## config.mk

```make
export PLATFORM = sky130hd
export DESIGN_NAME = blink4
export DESIGN_NICKNAME = d
export VERILOG_FILES = /design/src/rtl/blink4_pkg.sv /design/src/rtl/blink4_toggle.sv /design/src/rtl/blink4.sv
export SDC_FILE = /design/constraint.sdc
export NUM_CORES = 1
export LEC_CHECK = 0
export CAP_MARGIN = 40
export CELL_PAD_IN_SITES_DETAIL_PLACEMENT = 0
export CELL_PAD_IN_SITES_GLOBAL_PLACEMENT = 1
export CORE_MARGIN = 1
export CORE_UTILIZATION = 25
export CTS_CLUSTER_SIZE = 14
export DETAILED_ROUTE_END_ITERATION = 6
export PLACE_DENSITY_LB_ADDON = 0.1
export SYNTH_ARGS = -nofsm -noshare
export SYNTH_HDL_FRONTEND = slang
export SYNTH_HIERARCHICAL = 1
export SYNTH_SLANG_ARGS = --single-unit
```

## constraint.sdc

```tcl
create_clock -name clk -period 2.51 [get_ports clk]
set_clock_uncertainty 0.15 [all_clocks]
set_input_delay 0.753 -clock clk [delete_from_list [all_inputs] [get_ports clk]]
set_output_delay 0.753 -clock clk [all_outputs]
set_load 0.02 [all_outputs]
```

## src/rtl/blink4_pkg.sv

```systemverilog
// Shared constants and helpers for the blink4 LED blinker.
package blink4_pkg;

   localparam int NUM_LEDS     = 4;
   localparam int DEF_TICK_DIV = 5;
   localparam int DEF_HALF1    = 1;
   localparam int DEF_HALF2    = 2;
   localparam int DEF_HALF3    = 4;
   localparam int DEF_HALF4    = 8;

   // Width of a counter that must hold 0..n-1; a 1-bit counter is the minimum.
   function automatic int cnt_width(input int n);
      return (n <= 1) ? 1 : $clog2(n);
   endfunction

endpackage

```

## src/rtl/blink4_toggle.sv

```systemverilog
// Half-period counter plus toggle register for one LED channel.
// wrap is high on the tick where the half-period completes.
module blink4_toggle
   import blink4_pkg::*;
#(
   parameter int HALF = 1
) (
   input  logic clk,
   input  logic rst,
   input  logic tick,
   output logic led,
   output logic wrap
);

   localparam int           W    = cnt_width(HALF);
   localparam logic [W-1:0] LAST = W'(HALF - 1);

   logic [W-1:0] cnt;

   assign wrap = tick && (cnt == LAST);

   always_ff @(posedge clk) begin
      if (rst) begin
         cnt <= '0;
         led <= 1'b0;
      end else if (wrap) begin
         cnt <= '0;
         led <= ~led;
      end else if (tick) begin
         cnt <= cnt + W'(1);
      end
   end

endmodule

```

## src/rtl/blink4.sv

```systemverilog
// Four-LED blinker: shared prescaler tick, per-LED half-period toggles.
// Define BLINK4_CHASE_EN to turn the LEDs into a one-hot running light stepped every HALF1 ticks.
module blink4
   import blink4_pkg::*;
#(
   parameter int TICK_DIV = DEF_TICK_DIV,
   parameter int HALF1    = DEF_HALF1,
   parameter int HALF2    = DEF_HALF2,
   parameter int HALF3    = DEF_HALF3,
   parameter int HALF4    = DEF_HALF4
) (
   input  logic clk,
   input  logic rst,
   output logic led1,
   output logic led2,
   output logic led3,
   output logic led4
);

   localparam int            PW    = cnt_width(TICK_DIV);
   localparam logic [PW-1:0] PLAST = PW'(TICK_DIV - 1);

   logic [PW-1:0] pcnt;
   logic          tick;

   assign tick = (pcnt == PLAST);

   always_ff @(posedge clk) begin
      if (rst || tick) begin
         pcnt <= '0;
      end else begin
         pcnt <= pcnt + PW'(1);
      end
   end

`ifdef BLINK4_CHASE_EN

   localparam int unused_half_sum = HALF2 + HALF3 + HALF4;

   logic                shift;
   logic                unused_led;
   logic [NUM_LEDS-1:0] chase;

   blink4_toggle #(.HALF(HALF1)) u_step (
      .clk  (clk),
      .rst  (rst),
      .tick (tick),
      .led  (unused_led),
      .wrap (shift)
   );

   // Rotate toward higher LED numbers; led4 wraps back to led1.
   always_ff @(posedge clk) begin
      if (rst) begin
         chase <= NUM_LEDS'(1);
      end else if (shift) begin
         chase <= {chase[NUM_LEDS-2:0], chase[NUM_LEDS-1]};
      end
   end

   assign {led4, led3, led2, led1} = chase;

`else

   logic [NUM_LEDS-1:0] led_v;
   logic [NUM_LEDS-1:0] unused_wrap;

   blink4_toggle #(.HALF(HALF1)) u_t1 (
      .clk (clk), .rst (rst), .tick (tick), .led (led_v[0]), .wrap (unused_wrap[0])
   );
   blink4_toggle #(.HALF(HALF2)) u_t2 (
      .clk (clk), .rst (rst), .tick (tick), .led (led_v[1]), .wrap (unused_wrap[1])
   );
   blink4_toggle #(.HALF(HALF3)) u_t3 (
      .clk (clk), .rst (rst), .tick (tick), .led (led_v[2]), .wrap (unused_wrap[2])
   );
   blink4_toggle #(.HALF(HALF4)) u_t4 (
      .clk (clk), .rst (rst), .tick (tick), .led (led_v[3]), .wrap (unused_wrap[3])
   );

   assign {led4, led3, led2, led1} = led_v;

`endif

endmodule

```

# Word level (Yosys, flattened, before mapping)
# Index checks and enable logic that the tools add are counted.
# op_classes
n_addsub	5
multipliers	0
div_mod_pow	0
n_lt_le_gt_ge	0
eq_ne	3
n_shift	0
n_mux	0
bitwise	5
n_reduce_logical	9
# ops
cell	count
$reduce_or 2->1	4
$add 3x1->3 const B	2
$eq 3x3->1 const B	2
$not 1->1	5
$logic_and 1x1->1	4
$add 1x1->1 const B	2
$add 2x1->2 const B	1
$eq 2x2->1 const B	1
$logic_or 1x1->1	1
# totals
register_bits	14
latch_bits	0
ramBits	0
romBits	0
output_inout_bits	4
wordCells	31
mem_count	0

# Longest topological paths before layout
# Gate-level depths: netlist (run 1).
# logic_depth
word_depth	3
depth_mapped	5
mapped_depth_nobuf	5

# Cells and area by module
# Netlist (run 1), hierarchy kept.
# by_module_without_submodules
mod	n_inst	cells_per_inst	area_each_um2	seq_area_each_um2
blink4_toggle (u_t4)	1	19	190.2	80.1
blink4_toggle (u_t3)	1	14	138.9	60.1
blink4	1	13	135.1	60.1
blink4_toggle (u_t1)	1	7	86.3	40.0
blink4_toggle (u_t2)	1	8	86.3	40.0

# Least setup slack after synthesis (run 1)
# OpenSTA, ideal clock, no wires.
# synth_timing
path_type	reg2reg
from	register pcnt[0]
to	register u_t2.led
setup_time_ns	0.121
t_arrival_ns	1.269
t_required_ns	2.239
setup_slack_ns	0.970
stages_incl_launch_ff	6
path_cell_list	dfxtp_1 inv_1 ha_1 and2_2 and2_4 mux2_4
# synth_between
elab_chain_cells	2
# synth_lines
item	line	text
from (decl)	blink4.sv:23	logic [PW-1:0] pcnt;
from (signal assigned)	blink4.sv:32	pcnt <= pcnt + PW'(1);
$eq 3x3->1	blink4.sv:26	assign tick = (pcnt == PLAST);
named net tick	blink4.sv:24	logic tick;
$logic_and 1x1->1	blink4_toggle.sv:20	assign wrap = tick && (cnt == LAST);
named net unused_wrap[1]	blink4.sv:66	logic [NUM_LEDS-1:0] unused_wrap;
to (signal assigned)	blink4_toggle.sv:28	led <= ~led;
to (decl)	blink4_toggle.sv:11	output logic led,
# The timed path passes the listed nets, and every way through them passes these cells.
# A chain may end at the register's enable or synchronous reset.

# Final worst setup path (run 1)
# layout_timing
from	register u_t3.led
to	output port led3
# layout_lines
item	line	text
from (decl)	blink4_toggle.sv:11	
from (signal assigned)	blink4_toggle.sv:28	
to (decl)	blink4.sv:16	output logic led3,
# No word-level cell between the ends.

==> flow_summary_export.csv, run 1 <==
group,metric,value,unit
synth,syn_area,636.9,sq um
timing,tightest_slew,0.3276,ns
clock_network,ctsResizeCount,0,
clock_network,clock_latency,0.27,ns
power_and_ir_drop,p_sw_share,21.00,%
min_path,min-delay-start,"pcnt[0]$_SDFF_PP0_",
timing,holdWs,0.3189,ns
run,drv_cap,0,
setup_path,rrSetupSlack,0.86,ns
power_and_ir_drop,p_leak,0.3015,nW
setup_path,endpoint_kind,"output pin",
setup_path,r2r_cells,5,
route,dr_total_vias,430,
layout,layout-drive-gt1-share,16.90,%
setup_path,crit_buf_inv,1,
power_and_ir_drop,pwr-share-seq,55.5,%
clock_network,cts_tree,"built",
timing,finalHoldViolCount,0,
timing,slew_violations,0,
timing,min_period,2.147,ns
synth,ys_ff_latch,14,
min_path,holdPathEnd,"pcnt[0]$_SDFF_PP0_",
placement,numPortBuffers,5,
min_path,hold_path_depth,1,
timing,rsz0062_at_grt,"false",
global_route,grt_pass1_vias,411,
setup_path,worstReg2RegEnd,"u_t3/led$_SDFFE_PP0P_",
clock_network,post-cts-setup-buffer-count,0,
power_and_ir_drop,vdd.ir_drop.worst,221.7,uV
timing,slew_headroom,78.09,%
placement,finalWeightedCongestion,0.6103,
route,drtAntennaViolNets,0,
run_status,status,"completed",
synth,ys_types,20,
clock_network,cts_root_buffer,"clkbuf_4",
layout,final_area,765.7,sq um
global_route,antenna_found_initial,0,
clock_network,holdBufCountCts,0,
synth,synth_top_area_cell,"dfxtp_1",
global_route,overflow,0,
power_and_ir_drop,clkPwrFrac,37.8,%
synth,syn-num-nets,68,
floorplanning,rows,17,
floorplanning,die_area,2753,sq um
synth,ys_warn_count,6,
clock_network,path_clk_slew,0.09,ns
layout,antenna_cells,0,
setup_path,path_class,"flop to output pin",
route,drtPass1Iterations,2,
setup_path,max_stage_delay,0.61,ns
clock_network,cts_sinks,14,
placement,place_area,729.5,sq um
global_route,grt_pass1_wl,1.794,mm
clock_network,htreeDepth,1,
route,first_iter_violations,1,
placement,dp_hpwl,707.8,um
synth,synthTopCellsByArea,"dfxtp_1 (44%), ha_1 (9.8%), nand2b_1 (4.9%), a21oi_1 (4.7%), mux2_4 (4.7%)",
power_and_ir_drop,p_comb_share,6.7,%
layout,nNetsFinal,79,
setup_path,critPathLaunchType,"flop",
global_route,grtUsageTotal,9.294,%
setup_path,arrival,1.24,ns
floorplanning,start_util,27.72,%
route,drc,0,
floorplanning,die_x,52.47,um
timing,max_freq,465.8,MHz
floorplanning,ios,6,
setup_path,path_cells,"clkdlybuf4s50_1",
clock_network,cts_inserted_buffers,3,
setup_path,cp_slowest_cell,"clkdlybuf4s50_1",
timing,period_share,85.52,%
synth,synthCells,61,
route,vias_per_cell,4.343,
setup_path,crit_family,"buffers and inverters",
setup_path,reg2reg_from,"pcnt[0]$_SDFF_PP0_",
setup_path,cp_max_fo,3,
setup_path,cp_data_required_time,1.61,ns
floorplanning,fp.dieH,52.47,um
timing,tns,0,ns
min_path,min_path_type,"flop to flop",
timing,finalSetupViolations,0,
power_and_ir_drop,p_sw,0.08803,mW
synth,ys_seq_area_share,44.01,%
route,drt-total-wl,971,um
route,wl_per_cell,9.808,um
floorplanning,core,2297,sq um
power_and_ir_drop,p_int,0.3311,mW
power_and_ir_drop,pwr_density_cell,547.4,nW/um^2
global_route,grt_max_degree,19,
layout,synthToLayoutAreaGrowth,20.24,%
synth,syn_avg_cell_area,10.44,sq um
synth,yosysTopAreaCellShare,44.01,%
clock_network,clk_path_buf_depth,2,
## synthesized netlist by cell type (all sizes together)
cell type  number
and2            4
nand2b          5
dfxtp          14
mux2            4
a21oi           6
nor3            1
inv             2
nor2            5
nor3b           2
or3b            3
or2b            1
xnor2           1
nand3b          3
ha              5
nor2b           5
## cell families (layout without fill, tap and decap cells)
family	after synthesis	in the layout	synth area share, %
AOI/OAI and AO/OA	6	6	4.715
xor gates and xnor gates	1	1	1.375
adders and majority gates	5	5	9.823
buffers and inverters	2	12	1.179
DFF	14	14	44.01
muxes	4	4	8.251
and+or+nand+nor	29	29	30.65
## power groups by stage
| stage | Clock, mW | Sequential, mW | Combinational, mW |
|---|---|---|---|
| after global placement | 0 | 0.238 | 0.0283 |
| after detailed placement | 0 | 0.238 | 0.0287 |
| after CTS | 0.168 | 0.233 | 0.0287 |
| after floorplan | 0 | 0.238 | 0.0173 |
| after global routing | 0.185 | 0.234 | 0.0322 |
| final | 0.158 | 0.233 | 0.0280 |
## sequential cells by signal, summed over array words and instances, names as in the netlist
signal    flops
u_t4/led      1
u_t4/cnt      3
u_t1/cnt      1
u_t2/led      1
u_t2/cnt      1
u_t3/led      1
pcnt          3
u_t1/led      1
u_t3/cnt      2
## area by class of cell
| cell class | instances | area (sq um) |
|---|---|---|
| fill | 250 | 1531 |
| sequential | 14 | 280.3 |
| timing repair buffer | 6 | 57.56 |
| tap | 28 | 35.03 |
| clock buffer | 4 | 36.28 |
| multi-input combinational | 45 | 349.1 |
| inverter | 2 | 7.507 |
## layer usage
metal  GRT usage [%]  share of wire (%)
met4           6.579               0.82
met1           11.27                 49
met3           2.609                2.8
met5               0                  0
met2           13.92                 47
## placed cells by master (no fill, tap or decap), types with 2 or more instances in the layout
master and instances:
nor2b_1 4, inv_1 2, ha_1 5, mux2_4 2, and2_1 2, dfxtp_1 14
nand3b_1 3, nor3b_1 2, clkdlybuf4s50_1 5, nand2b_1 5, or3b_1 3, nor2_1 5
a21oi_1 6, clkbuf_4 3
## how the worst max path moves through the flow
stage,to,depth (start not counted),from,slack [ns]
6_report,led3,1,u_t3/led$_SDFFE_PP0P_,0.36
2_1_floorplan,u_t2/led$_SDFFE_PP0P_,5,pcnt[0]$_SDFF_PP0_,0.97
5_1_grt,led1,1,u_t1/led$_SDFFE_PP0P_,0.29
3_5_place_dp,u_t3/led$_SDFFE_PP0P_,3,rst,0.43
3_3_place_gp,u_t3/led$_SDFFE_PP0P_,3,rst,0.48
4_1_cts,led3,1,u_t3/led$_SDFFE_PP0P_,0.33
## metrics by stage
step                      std cells  total power [mW]  worst slack, ns  utilization, %
after floorplan                  61            0.2551           0.9700               -
after global placement           95            0.2662           0.4827           31.75
after detailed placement         95            0.2669           0.4269           31.75
after CTS                        99            0.4302           0.3252           33.33
after global routing             99            0.4516           0.2878           33.33
final                            99            0.4192           0.3633           33.33
Note: power is estimated with default switching activity, not from simulation.
==> run 2: changes to the inputs <==
Settings changed: ABC_AREA set to 1, CORE_UTILIZATION 25 to 41.
==> run 2 against run 1 <==
Synthesized area is 2.8% lower. Critical path depth did not move. Worst setup slack worse by 0.0041 ns. Fmax fell by 0.19%. Final cell count up 10%. Final area down 5.4%. Non-clock buffer count decreased by 1. Sequential cell count stayed put. Sequential share of layout area increased by 2.1 points. Clock power is essentially flat. Largest power group unchanged.
==> flow_summary_export.csv, run 2 <==
group,metric,value,unit
layout,synthToLayoutAreaGrowth,16.97,%
synth,syn_avg_cell_area,7.286,sq um
placement,numPortBuffers,5,
power_and_ir_drop,vdd.ir_drop.worst,293.4,uV
power_and_ir_drop,pwr-share-seq,54.3,%
layout,largestRegisters,"pcnt x3, u_t4/cnt x3, u_t3/cnt x2",
clock_network,ctsResizeCount,0,
power_and_ir_drop,p_sw,0.1013,mW
layout,final_area,724.4,sq um
clock_network,cts_sinks,14,
layout,antenna_cells,0,
setup_path,critPathLaunchType,"flop",
power_and_ir_drop,p_int,0.3332,mW
timing,max_freq,464.9,MHz
global_route,antenna_found_initial,0,
global_route,grtUsageTotal,13.95,%
floorplanning,die_x,40.87,um
setup_path,arrival,1.25,ns
placement,dp_hpwl,684.1,um
power_and_ir_drop,p_leak,0.3470,nW
timing,tns,0,ns
power_and_ir_drop,p_comb_share,8.9,%
route,top_layer,"met4",
route,drt-total-wl,940,um
setup_path,path_cells,"clkdlybuf4s50_1",
synth,syn-num-nets,92,
placement,place_area,688.2,sq um
clock_network,path_clk_slew,0.08,ns
floorplanning,fp.dieH,40.87,um
floorplanning,start_util,45.88,%
clock_network,cts_root_buffer,"clkbuf_4",
setup_path,max_stage_delay,0.61,ns
global_route,overflow,0,
route,drtPass1Iterations,3,
route,met3_length,23,um
timing,tightest_slew,0.5872,ns
floorplanning,die_area,1670,sq um
layout,nNetsFinal,102,
floorplanning,rows,13,
power_and_ir_drop,pwr_density_cell,599.7,nW/um^2
route,vias_per_cell,4.450,
run_status,status,"completed",
global_route,grt_max_degree,21,
layout,layout-drive-gt1-share,11.70,%
route,drtAntennaViolNets,0,
layout,final_cell_mix,"nand2_1 (24), inv_1 (15), dfxtp_1 (14), nor2_1 (7), a21oi_1 (7)",
power_and_ir_drop,p_sw_share,23.32,%
global_route,grt_pass1_wl,1.455,mm
clock_network,post-cts-setup-buffer-count,0,
floorplanning,core,1350,sq um
route,met1_length,500,um
timing,rsz0062_at_grt,"false",
setup_path,cp_max_fo,3,
route,first_iter_violations,8,
setup_path,endpoint_kind,"output pin",
floorplanning,ios,6,
layout,final_common_cell,"nand2_1",
clock_network,cts_inserted_buffers,3,
timing,finalHoldViolCount,0,
placement,finalWeightedCongestion,0.6374,
setup_path,cp_data_required_time,1.61,ns
clock_network,clk_path_buf_depth,2,
timing,min_period,2.151,ns
route,wl_per_cell,8.624,um
route,drc,0,
timing,slew_headroom,60.81,%
clock_network,htreeDepth,1,
timing,slew_violations,0,
synth,syn_area,619.3,sq um
power_and_ir_drop,clkPwrFrac,36.8,%
synth,synthCells,85,
timing,finalSetupViolations,0,
setup_path,crit_buf_inv,1,
setup_path,path_class,"flop to output pin",
clock_network,cts_tree,"built",
route,dr_wl_met2,401,um
run,drv_cap,0,
clock_network,clock_latency,0.27,ns
synth,ys_warn_count,6,
setup_path,crit_family,"buffers and inverters",
timing,period_share,85.69,%
global_route,grt_pass1_vias,377,
min_path,min_path_type,"flop to flop",
clock_network,holdBufCountCts,0,
setup_path,cp_slowest_cell,"clkdlybuf4s50_1",
route,dr_total_vias,485,
## run 2: through the flow
| step | util [%] | std cells | setup WS (ns) | power (mW) | hold WS, ns |
|---|---|---|---|---|---|
| 2_1_floorplan | - | 85 | 1.121 | 0.2693 | 0.2673 |
| 3_3_place_gp | 50.97 | 105 | 0.6603 | 0.2791 | 0.2859 |
| 3_5_place_dp | 50.97 | 105 | 0.6607 | 0.2807 | 0.2920 |
| 4_1_cts | 53.66 | 109 | 0.3405 | 0.4442 | 0.3124 |
| 5_1_grt | 53.66 | 109 | 0.2992 | 0.4601 | 0.3398 |
| 6_report | 53.66 | 109 | 0.3592 | 0.4345 | 0.3024 |
## run 2: layer usage
layer / up-vias / GRT usage, %
met3: 2 / 4.891
met1: 202 / 17.11
met2: 4 / 19.92
li1: 277 / -
met4: 0 / 10.00
met5: - / 0
## run 2: path summary, 6_finish.rpt
path,startpoint,end,slack (ns),depth (start not counted)
max,u_t1/led$_SDFFE_PP0P_,led1,0.36,1
min,pcnt[0]$_SDFF_PP0_,pcnt[0]$_SDFF_PP0_,0.30,1
max reg2reg,pcnt[0]$_SDFF_PP0_,u_t4/cnt[1]$_SDFFE_PP0P_,0.91,7
min reg2reg,pcnt[0]$_SDFF_PP0_,pcnt[0]$_SDFF_PP0_,0.30,1
## run 2: power by group through the flow
| stage | registers (mW) | clock network, mW | logic, mW |
|---|---|---|---|
| 2_1_floorplan | 0.241 | 0 | 0.0281 |
| 3_3_place_gp | 0.241 | 0 | 0.0379 |
| 3_5_place_dp | 0.242 | 0 | 0.0392 |
| 4_1_cts | 0.236 | 0.169 | 0.0394 |
| 5_1_grt | 0.237 | 0.178 | 0.0449 |
| 6_report | 0.236 | 0.160 | 0.0385 |
## run 2: final cells by class
class,instances,area (sq um)
clock buffer,4,36.28
fill,155,625.6
inverter,17,63.81
multi-input combinational,54,275.3
sequential,14,280.3
tap,15,18.77
timing repair buffer,5,50.05
==> run 3: changes to the inputs <==
Settings changed: CELL_PAD_IN_SITES_DETAIL_PLACEMENT 0 to 1, CELL_PAD_IN_SITES_GLOBAL_PLACEMENT 1 to 2, CORE_UTILIZATION 41 to 33, HOLD_SLACK_MARGIN set to 0.06, SYNTH_HIERARCHICAL 1 to not set.
==> run 3 against run 2 <==
Utilization down 13 points. Die area up 26%. Critical path depth unchanged. Hold slack better by 0.0014 ns. First-iteration DRC count down 13%. Fmax down 0.40%. Register-to-register slack better by 0.12 ns. Global-route usage down 0.34 points. Total power down 5.5%. Sequential share of layout area up 0.47 points. Critical endpoint unchanged. Largest cell class is now multi-input combinational cells.
==> flow_summary_export.csv, run 3 <==
group,metric,value,unit
synth,yosysTopAreaCellShare,44.18,%
clock_network,cts_root_buffer,"clkbuf_4",
floorplanning,die_x,45.85,um
floorplanning,fp.dieH,45.85,um
synth,synth_edf_count,0,
floorplanning,rows,15,
timing,slew_headroom,66.91,%
layout,largestRegisters,"pcnt x3, u_t4.cnt x3, u_t3.cnt x2",
placement,numPortBuffers,5,
timing,tns,0,ns
clock_network,htreeDepth,1,
clock_network,cts_sinks,14,
setup_path,max_stage_delay,0.61,ns
timing,max_freq,463.1,MHz
global_route,grt_max_degree,11,
run_status,status,"completed",
min_path,min_path_type,"flop to flop",
placement,dp_hpwl,814.4,um
synth,synthTopCellsByArea,"dfxtp_1 (44%), nand2_1 (11%), ha_1 (9.9%), nor2_1 (7.7%), inv_1 (5.9%)",
global_route,grt_pass1_wl,1.945,mm
layout,final_common_cell,"nand2_1",
setup_path,path_class,"flop to output pin",
setup_path,path_cells,"clkdlybuf4s50_1",
timing,tightest_slew,0.4956,ns
power_and_ir_drop,p_leak,0.3123,nW
clock_network,ctsResizeCount,0,
setup_path,endpoint_kind,"output pin",
route,dr_total_vias,484,
layout,nNetsFinal,94,
global_route,antenna_found_initial,0,
power_and_ir_drop,p_comb_share,10.9,%
power_and_ir_drop,clkPwrFrac,30.3,%
power_and_ir_drop,pwr_density_cell,573.9,nW/um^2
timing,setup_slack,0.3506,ns
route,drt-total-wl,1.111,mm
timing,holdWs,0.3038,ns
power_and_ir_drop,total_power,0.4107,mW
timing,finalSetupViolations,0,
power_and_ir_drop,p_sw_share,26.33,%
setup_path,cp_slowest_cell,"clkdlybuf4s50_1",
floorplanning,core,1764,sq um
synth,ys.flop_type,"dfxtp_1",
setup_path,cp_data_required_time,1.61,ns
layout,antenna_cells,0,
clock_network,path_clk_slew,0.08,ns
setup_path,critPathLaunchType,"flop",
global_route,grt_pass1_vias,464,
timing,min_period,2.159,ns
synth,ys_seq_area_share,44.18,%
route,drtPass1Iterations,4,
layout,layout-drive-gt1-share,11.76,%
placement,finalWeightedCongestion,0.6163,
timing,period_share,86.03,%
synth,synthCells,79,
route,drtAntennaViolNets,0,
global_route,overflow,0,
setup_path,cp_max_fo,3,
route,first_iter_violations,7,
setup_path,crit_family,"buffers and inverters",
power_and_ir_drop,pwr-share-seq,58.8,%
global_route,grtUsageTotal,13.61,%
placement,pre_cts_slack,0.6368,ns
timing,finalHoldViolCount,0,
timing,rsz0062_at_grt,"false",
clock_network,cts_inserted_buffers,3,
clock_network,holdBufCountCts,0,
layout,final_cell_mix,"nand2_1 (18), dfxtp_1 (14), nor2_1 (13), inv_1 (10)",
clock_network,clk_path_buf_depth,2,
setup_path,arrival,1.26,ns
synth,ys_ff_latch,14,
clock_network,clock_latency,0.27,ns
floorplanning,die_area,2102,sq um
timing,slew_violations,0,
run,drv_cap,0,
synth,ys_async_sr_fraction,0,%
synth,synth_common_cells,"nand2_1 (18), dfxtp_1 (14), nor2_1 (13)",
power_and_ir_drop,p_sw,0.1081,mW
floorplanning,start_util,35.96,%
synth,syn_area,634.4,sq um
clock_network,cts_tree,"built",
route,wl_per_cell,10.10,um
route,vias_per_cell,4.400,
synth,ys_warn_count,0,
synth,yosysMostFrequentCell,"nand2_1",
synth,syn-num-nets,86,
route,drc,0,
setup_path,crit_buf_inv,1,
floorplanning,ios,6,
synth,synth_top_area_cell,"dfxtp_1",
clock_network,post-cts-setup-buffer-count,0,
layout,fin_util,40.57,%
layout,synthToLayoutAreaGrowth,12.82,%
power_and_ir_drop,vdd.ir_drop.worst,275.6,uV
synth,ys_types,15,
synth,syn_avg_cell_area,8.030,sq um
power_and_ir_drop,p_int,0.3026,mW
[run 3: routing by layer]
layer	track usage [%]	share of wire [%]
met2	21.13	42
met3	3.571	3.1
met5	0	0
met1	16.39	53
met4	8.824	1.4
[run 3: through the flow]
stage,instances,cell area [sq um]
floorplan,79,634.4
global placement,107,693.2
finish,110,715.7
detailed placement,107,693.2
global route,110,715.7
CTS,110,715.7
[run 3: path summary, 6_finish.rpt]
check                   startpoint                  to  slack (ns)  cells past startpoint
min reg2reg     pcnt[0]$_SDFF_PP0_  pcnt[0]$_SDFF_PP0_        0.30                      1
min             pcnt[0]$_SDFF_PP0_  pcnt[0]$_SDFF_PP0_        0.30                      1
max          u_t1.led$_SDFFE_PP0P_                led1        0.35                      1
max reg2reg     pcnt[0]$_SDFF_PP0_  pcnt[2]$_SDFF_PP0_        1.03                      5
[run 3: final cells by class]
class,instances,area (sq um)
clock buffers,3,22.52
flip-flops and latches,14,280.3
well taps,25,31.28
fillers,223,1049
repair buffers,5,50.05
multi-input cells,52,290.3
inverters,11,41.29
[run 3: power groups by stage]
stage	Combinational, mW	Clock, mW	Sequential [mW]
after CTS	0.0462	0.134	0.242
after detailed placement	0.0457	0	0.247
after global routing	0.0518	0.142	0.243
after floorplan	0.0436	0	0.242
after global placement	0.0450	0	0.247
final	0.0450	0.124	0.241
[run 3: kinds of logic (layout without fill, tap and decap cells)]
family | after synthesis | in the layout | synth area share [%]
and+or+nand+nor | 41 | 41 | 29.39
adders and majority gates | 5 | 5 | 9.862
buffers and inverters | 13 | 19 | 10.06
xor gates and xnor gates | 1 | 1 | 1.381
DFF | 14 | 14 | 44.18
AOI/OAI and AO/OA | 5 | 5 | 5.128
